## src/rtl/fifo_flagged_if.sv

```systemverilog
// fifo_flagged_if: producer/consumer handshake bundle for fifo_flagged.
// The master side drives push/pop/clear requests and observes data and flags;
// the slave side is the FIFO itself.
interface fifo_flagged_if #(
    parameter int data_w = 8,
    parameter int depth  = 4
);
    localparam int cnt_w = $clog2(depth + 1);

    logic              push_i;
    logic [data_w-1:0] push_data_i;
    logic              pop_i;
    logic              clr_err_i;
    logic [data_w-1:0] pop_data_o;
    logic              pop_valid_o;
    logic [cnt_w-1:0]  count_o;
    logic              e_o;
    logic              f_o;
    logic              ae_o;
    logic              af_o;
    logic              ovf_o;
    logic              udf_o;

    modport master (
        output push_i,
        output push_data_i,
        output pop_i,
        output clr_err_i,
        input  pop_data_o,
        input  pop_valid_o,
        input  count_o,
        input  e_o,
        input  f_o,
        input  ae_o,
        input  af_o,
        input  ovf_o,
        input  udf_o
    );

    modport slave (
        input  push_i,
        input  push_data_i,
        input  pop_i,
        input  clr_err_i,
        output pop_data_o,
        output pop_valid_o,
        output count_o,
        output e_o,
        output f_o,
        output ae_o,
        output af_o,
        output ovf_o,
        output udf_o
    );
endinterface

```

## src/rtl/fifo_flagged.sv

```systemverilog
// fifo_flagged: single-clock FIFO of arbitrary depth with an occupancy
// counter, programmable almost-empty/almost-full thresholds, sticky
// overflow/underflow flags and either a registered or a first-word-fall-through
// read port.
module fifo_flagged #(
    parameter int data_w = 8,
    parameter int depth  = 4,
    parameter int ae_lvl = 1,
    parameter int af_lvl = depth - 1,
    parameter int fwft   = 0
) (
    input  logic          clock,
    input  logic          reset,
    fifo_flagged_if.slave bus
);
    // Pointer index width; the extra wrap bit distinguishes full from empty
    // when the indices coincide, which works for any depth because the index
    // is wrapped explicitly at depth-1 rather than by binary overflow.
    localparam int ptr_w = ($clog2(depth) > 1) ? $clog2(depth) : 1;
    localparam int cnt_w = $clog2(depth + 1);

    localparam logic [ptr_w-1:0] last_ptr  = ptr_w'(depth - 1);
    localparam logic [cnt_w-1:0] depth_cnt = cnt_w'(depth);
    localparam logic [cnt_w-1:0] ae_cnt    = cnt_w'(ae_lvl);
    localparam logic [cnt_w-1:0] af_cnt    = cnt_w'(af_lvl);

    logic [data_w-1:0] mem [depth];

    logic [ptr_w-1:0]  wr_ptr;
    logic [ptr_w-1:0]  rd_ptr;
    logic              wr_wrap;
    logic              rd_wrap;
    logic [cnt_w-1:0]  count;
    logic              ovf;
    logic              udf;

    logic              empty;
    logic              full;
    logic              push_ok;
    logic              pop_ok;

    // Advance a {wrap, index} pointer: the index returns to 0 after depth-1
    // and the wrap bit toggles at that moment.
    function automatic logic [ptr_w:0] ptr_adv(input logic [ptr_w:0] cur);
        logic [ptr_w:0] nxt;
        if (cur[ptr_w-1:0] == last_ptr) begin
            nxt = {~cur[ptr_w], {ptr_w{1'b0}}};
        end else begin
            nxt = {cur[ptr_w], cur[ptr_w-1:0] + ptr_w'(1)};
        end
        return nxt;
    endfunction

    // Occupancy step: +1 on a lone push, -1 on a lone pop, hold otherwise.
    function automatic logic [cnt_w-1:0] cnt_step(input logic [cnt_w-1:0] cur,
                                                  input logic push_acc,
                                                  input logic pop_acc);
        logic [cnt_w-1:0] nxt;
        nxt = cur;
        if (push_acc && !pop_acc) begin
            nxt = cur + cnt_w'(1);
        end else if (pop_acc && !push_acc) begin
            nxt = cur - cnt_w'(1);
        end
        return nxt;
    endfunction

    // Full/empty come from the pointers; both gate acceptance using the
    // flag values held at the start of the cycle.
    assign empty   = (rd_ptr == wr_ptr) && (rd_wrap == wr_wrap);
    assign full    = (rd_ptr == wr_ptr) && (rd_wrap != wr_wrap);
    assign push_ok = bus.push_i && !full;
    assign pop_ok  = bus.pop_i && !empty;

    // Pointer and occupancy state: moves only on accepted operations.
    always_ff @(posedge clock or posedge reset) begin
        if (reset) begin
            wr_ptr  <= '0;
            wr_wrap <= 1'b0;
            rd_ptr  <= '0;
            rd_wrap <= 1'b0;
            count   <= '0;
        end else begin
            if (push_ok) begin
                {wr_wrap, wr_ptr} <= ptr_adv({wr_wrap, wr_ptr});
            end
            if (pop_ok) begin
                {rd_wrap, rd_ptr} <= ptr_adv({rd_wrap, rd_ptr});
            end
            count <= cnt_step(count, push_ok, pop_ok);
        end
    end

    // Storage array: written on accepted pushes only, never reset.
    always_ff @(posedge clock) begin
        if (push_ok) begin
            mem[wr_ptr] <= bus.push_data_i;
        end
    end

    // Sticky error flags: a new error in the same cycle as a clear wins.
    always_ff @(posedge clock or posedge reset) begin
        if (reset) begin
            ovf <= 1'b0;
            udf <= 1'b0;
        end else begin
            if (bus.push_i && full) begin
                ovf <= 1'b1;
            end else if (bus.clr_err_i) begin
                ovf <= 1'b0;
            end
            if (bus.pop_i && empty) begin
                udf <= 1'b1;
            end else if (bus.clr_err_i) begin
                udf <= 1'b0;
            end
        end
    end

    generate
        if (fwft != 0) begin : g_fwft
            // Head word presented combinationally; forced to zero while empty
            // so the port reads 0 out of reset and never shows a stale word.
            assign bus.pop_valid_o = !empty;
            assign bus.pop_data_o  = empty ? '0 : mem[rd_ptr];
        end else begin : g_reg
            logic [data_w-1:0] rd_data_p1;
            logic              vld_p1;

            // ---- stage p1: registered read, valid pulses once per pop ----
            always_ff @(posedge clock or posedge reset) begin
                if (reset) begin
                    rd_data_p1 <= '0;
                    vld_p1     <= 1'b0;
                end else begin
                    vld_p1 <= pop_ok;
                    if (pop_ok) begin
                        rd_data_p1 <= mem[rd_ptr];
                    end
                end
            end

            assign bus.pop_valid_o = vld_p1;
            assign bus.pop_data_o  = rd_data_p1;
        end
    endgenerate

    // Status outputs all decode from registers, with no input-to-output path.
    assign bus.count_o = count;
    assign bus.e_o     = empty;
    assign bus.f_o     = full;
    assign bus.ae_o    = (count <= ae_cnt);
    assign bus.af_o    = (count >= af_cnt);
    assign bus.ovf_o   = ovf;
    assign bus.udf_o   = udf;

    // depth_cnt documents the upper bound of count; kept for readability of
    // the range the counter spans.
    logic unused_depth_cnt;
    assign unused_depth_cnt = ^depth_cnt;

endmodule
```

## src/flat_wrapper.sv

```systemverilog
// flat-port wrapper written by rule: the top's interface ports become plain ports
module fifo_flagged_flat 
#(
    parameter int data_w = 8,
    parameter int depth  = 4,
    parameter int ae_lvl = 1,
    parameter int af_lvl = depth - 1,
    parameter int fwft   = 0
)
  (clock, reset, bus_push_i, bus_push_data_i, bus_pop_i, bus_clr_err_i, bus_pop_data_o, bus_pop_valid_o, bus_count_o, bus_e_o, bus_f_o, bus_ae_o, bus_af_o, bus_ovf_o, bus_udf_o);
  fifo_flagged_if #(.data_w(data_w), .depth(depth)) bus_i ();
  input  logic clock;
  input  logic reset;
  input wire logic [$bits(bus_i.push_i)-1:0] bus_push_i;
  input wire logic [$bits(bus_i.push_data_i)-1:0] bus_push_data_i;
  input wire logic [$bits(bus_i.pop_i)-1:0] bus_pop_i;
  input wire logic [$bits(bus_i.clr_err_i)-1:0] bus_clr_err_i;
  output wire logic [$bits(bus_i.pop_data_o)-1:0] bus_pop_data_o;
  output wire logic [$bits(bus_i.pop_valid_o)-1:0] bus_pop_valid_o;
  output wire logic [$bits(bus_i.count_o)-1:0] bus_count_o;
  output wire logic [$bits(bus_i.e_o)-1:0] bus_e_o;
  output wire logic [$bits(bus_i.f_o)-1:0] bus_f_o;
  output wire logic [$bits(bus_i.ae_o)-1:0] bus_ae_o;
  output wire logic [$bits(bus_i.af_o)-1:0] bus_af_o;
  output wire logic [$bits(bus_i.ovf_o)-1:0] bus_ovf_o;
  output wire logic [$bits(bus_i.udf_o)-1:0] bus_udf_o;
  assign bus_i.push_i = bus_push_i;
  assign bus_i.push_data_i = bus_push_data_i;
  assign bus_i.pop_i = bus_pop_i;
  assign bus_i.clr_err_i = bus_clr_err_i;
  assign bus_pop_data_o = bus_i.pop_data_o;
  assign bus_pop_valid_o = bus_i.pop_valid_o;
  assign bus_count_o = bus_i.count_o;
  assign bus_e_o = bus_i.e_o;
  assign bus_f_o = bus_i.f_o;
  assign bus_ae_o = bus_i.ae_o;
  assign bus_af_o = bus_i.af_o;
  assign bus_ovf_o = bus_i.ovf_o;
  assign bus_udf_o = bus_i.udf_o;
  fifo_flagged #(.data_w(data_w), .depth(depth), .ae_lvl(ae_lvl), .af_lvl(af_lvl), .fwft(fwft)) u_core (.clock(clock), .reset(reset), .bus(bus_i));
endmodule
```

## config.mk

```make
export PLATFORM = sky130hd
export DESIGN_NAME = fifo_flagged_flat
export DESIGN_NICKNAME = d
export VERILOG_FILES = /design/src/rtl/fifo_flagged_if.sv /design/src/rtl/fifo_flagged.sv /design/src/flat_wrapper.sv
export SDC_FILE = /design/constraint.sdc
export NUM_CORES = 1
export LEC_CHECK = 0
export ABC_AREA = 0
export CORE_ASPECT_RATIO = 1.1
export CORE_UTILIZATION = 55
export DETAILED_ROUTE_END_ITERATION = 7
export GPL_TIMING_DRIVEN = 0
export HOLD_SLACK_MARGIN = 0.1
export PLACE_DENSITY = 0.8
export SYNTH_ARGS = -nofsm -noshare
export SYNTH_HDL_FRONTEND = slang
export SYNTH_SLANG_ARGS = --single-unit
```

## constraint.sdc

```tcl
create_clock -name clock -period 3.1 [get_ports clock]
set_clock_uncertainty 0.1 [all_clocks]
set_input_delay 0.775 -clock clock [delete_from_list [all_inputs] [get_ports clock]]
set_output_delay 0.775 -clock clock [all_outputs]
set_load 0.005 [all_outputs]
```

==> results.tsv <==
stage	metric	value	unit
yosys	syn_inst	127	
route	vias	1152	
layout	drive_gt1_share	20.6	%
die	die_area	4300	um2
cts	clkSinkCount	52	
sta	fmaxAchievable	0.356	GHz
yosys	syn_area_per_cell	17.5	um2
worst_setup_path	critPathCaptureType	output port	
yosys	yosysMostFrequentCell	edfxtp_1	
die	io_pins	31	
yosys	synth_area_leaders	edfxtp_1 43%, dfrtp_1 23%, mux4_2 8.1%	
die	start_util	59.4	%
route	drc	0	
die	die_w	62.6	um
yosys	synth_top_area_share	43.3	%
yosys	seq_area_frac_synth	65.8	%
sta	tns	0	ns
pwr	p_leak	1.05	nW
worst_setup_path	r2r_start	u_core.rd_ptr[1]$_DFFE_PP0P_	
cts	clk_latency	0.31	ns
pwr	powerDensity	1010	nW/um2
sta	tightestPinTransition	1.22	ns
sta	whs	0.415	ns
placement	dp.cells	207	
pwr	peakVddDrop	0.622	mV
worst_hold_path	min_from	u_core.bus.pop_data_o[0]$_DFFE_PP0P_	
cts	htree_levels	2	
cts	cts_resized	0	
global_route	grt.total_usage	18.6	%
cts	hold_buffers	0	
worst_setup_path	worst_ep_arrival_time	1.93	ns
cts	root_buffer	clkbuf_8	
route	postRouteAntennaNets	0	
placement	finalWeightedCongestion	0.748	
yosys	yosysTopAreaCell	edfxtp_1	
yosys	yosys_warnings	0	
sta	fin_crit	2.81	ns
worst_setup_path	cp-start-kind	register	
cts	clk_path_buf_depth	2	
cts	cts_setup_buffers	0	
global_route	grt_pass1_vias	1150	
sta	rsz0062_at_grt	false	
layout	fin_util	71.5	%
die	die_h	68.6	um
layout	fillCellCount	251	
run_status	status	completed	
cts	cts_tree	built	
global_route	antenna_found_initial	0	
placement	dp_hpwl	2.44	mm
route	wl_per_cell	16.5	um
die	core.rowCount	23	
route	routed_via_density	5.36	
yosys	netlist_top_cells_count	32 x edfxtp_1, 20 x dfrtp_1, 9 x ha_1, 9 x inv_1	
worst_setup_path	crit_slowest_cell	clkdlybuf4s50_1	
cts	numCtsBuffers	5	
worst_hold_path	min_path_type	reg2reg	
placement	io_buffers	30	
global_route	grt_remaining_overflow	0	
worst_setup_path	crit_chain	buf_4 > xnor2_1 > and3_1 > clkdlybuf4s50_1	
sta	fin_ws	0.294	ns
layout	areaGrowthSynthToFinish	20.5	%
global_route	grt_pass1_wl	5.53	mm
sta	setup_violations	0	
job	maxCapViolations	0	
die	core	3740	um2
layout	nets	186	
yosys	syn_area	2220	um2
yosys	synth_edf_count	32	
worst_setup_path	cp.required	2.22	ns
layout	final_cells	215	
route	drt_pass1_iterations	4	
worst_setup_path	path_class	reg2out	
sta	fin_crit_sh	90.5	%
yosys	synthArstFlopShare	38.5	%
worst_setup_path	path_max_fanout	10	
sta	drv_slew	0	
route	drt_iter0_markers	54	
cts	clk_pin_slew	0.09	ns
route	drt-total-wl	3.55	mm
sta	relSlewSlack	18.5	%
yosys	synth.distinct_cells	26	
placement	pre_cts_slack	0.377	ns
worst_setup_path	cp_slowest_stage_delay	0.50	ns
sta	finalHoldViolCount	0	
worst_setup_path	critPathLaunch	u_core.rd_ptr[1]$_DFFE_PP0P_	
global_route	grt_max_degree	21	
layout	antenna_cells	0	
yosys	syn_nets	149	
yosys	ys.flop_type	edfxtp_1	
yosys	ys_seq_elements	52	
==> report_power, final <==
part | switching [mW] | internal (mW) | total [mW]
Sequential | 0.137 | 0.976 | 1.11
Combinational | 0.512 | 0.684 | 1.20
Clock | 0.225 | 0.162 | 0.386
==> critical path: cells and delay by family (launching register included) <==
family	cells	cell delay [ns]
AND/OR/NAND/NOR	1	0.23
XOR/XNOR	1	0.27
buffers and inverters	2	0.70
flip-flops	1	0.42
==> metrics by stage <==
step                total power [mW]  area, um2
global route                    2.87       2680
CTS                             2.73       2680
global placement                2.28       2580
detailed placement              2.34       2580
floorplan                       1.89       2220
finish                          2.70       2680
==> cell families after synthesis <==
family / synth area share [%]
AOI/OAI and AO/OA: 4.11
muxes: 15.5
and+or+nand+nor: 2.99
xor gates and xnor gates: 3.89
DFF: 65.8
buffers and inverters: 2.59
adders and majority gates: 5.07
==> sequential cells by signal, summed over array words and instances (netlist names) <==
signal	cells
u_core.mem	32
u_core.bus.udf_o	1
u_core.wr_ptr	2
u_core.bus.pop_valid_o	1
u_core.wr_wrap	1
u_core.bus.ovf_o	1
u_core.bus.count_o	3
u_core.bus.pop_data_o	8
u_core.rd_wrap	1
u_core.rd_ptr	2
==> final cells by class <==
type                       instances  area [um2]  share of cell area, %
buffer                             3        23.8                  0.889
clock buffer                       5        68.8                   2.57
clock inverter                     3        22.5                  0.842
inverter                           9        33.8                   1.26
multi-input combinational         63         702                   26.2
sequential                        52        1460                   54.6
tap                               50        62.6                   2.34
timing repair buffer              30         300                   11.2
==> cell usage in the layout, fill, tap and decap left out <==
master / Yosys / final
buf_2: 1 / 1
inv_6: 0 / 1
xnor2_1: 4 / 4
mux2_2: 4 / 4
o21ai_0: 4 / 4
and3_1: 1 / 1
a31oi_2: 1 / 1
o31ai_4: 1 / 1
and2_1: 3 / 3
nor3_1: 1 / 1
mux4_2: 8 / 8
nor2b_1: 1 / 1
a22o_1: 2 / 2
buf_4: 1 / 1
inv_1: 9 / 9
clkdlybuf4s50_1: 0 / 30
ha_1: 9 / 9
o311ai_0: 1 / 1
dfrtp_1: 20 / 20
buf_6: 1 / 1
nand2_1: 2 / 2
a21oi_1: 1 / 1
nor2_1: 6 / 6
a31oi_1: 1 / 1
xor2_2: 1 / 1
xor2_1: 4 / 4
clkinv_2: 0 / 1
clkinv_4: 0 / 1
mux2_4: 8 / 8
clkbuf_8: 0 / 5
edfxtp_1: 32 / 32
==> layer usage <==
layer | vias up | wire, um | GRT usage [%]
met5 | - | 0 | 0
met4 | 0 | 72 | 9.88
met3 | 5 | 131 | 5.26
met2 | 22 | 1900 | 32.9
met1 | 587 | 1440 | 20.9
li1 | 538 | - | -
==> final timing paths <==
path / cells after the start / slack [ns] / endpoint
worst max-delay path: 4 / 0.29 / bus_f_o
worst min-delay path: 1 / 0.41 / u_core.bus.pop_data_o[0]$_DFFE_PP0P_
worst max register to register: 3 / 0.90 / u_core.mem[3][2]$_DFFE_PP_
worst min register to register: 1 / 0.41 / u_core.bus.pop_data_o[0]$_DFFE_PP0P_
max in group asynchronous: 2 / 1.61 / u_core.wr_ptr[1]$_DFFE_PP0P_
min in group asynchronous: 2 / 0.80 / u_core.bus.pop_data_o[0]$_DFFE_PP0P_
(Power assumes the default switching activity.)
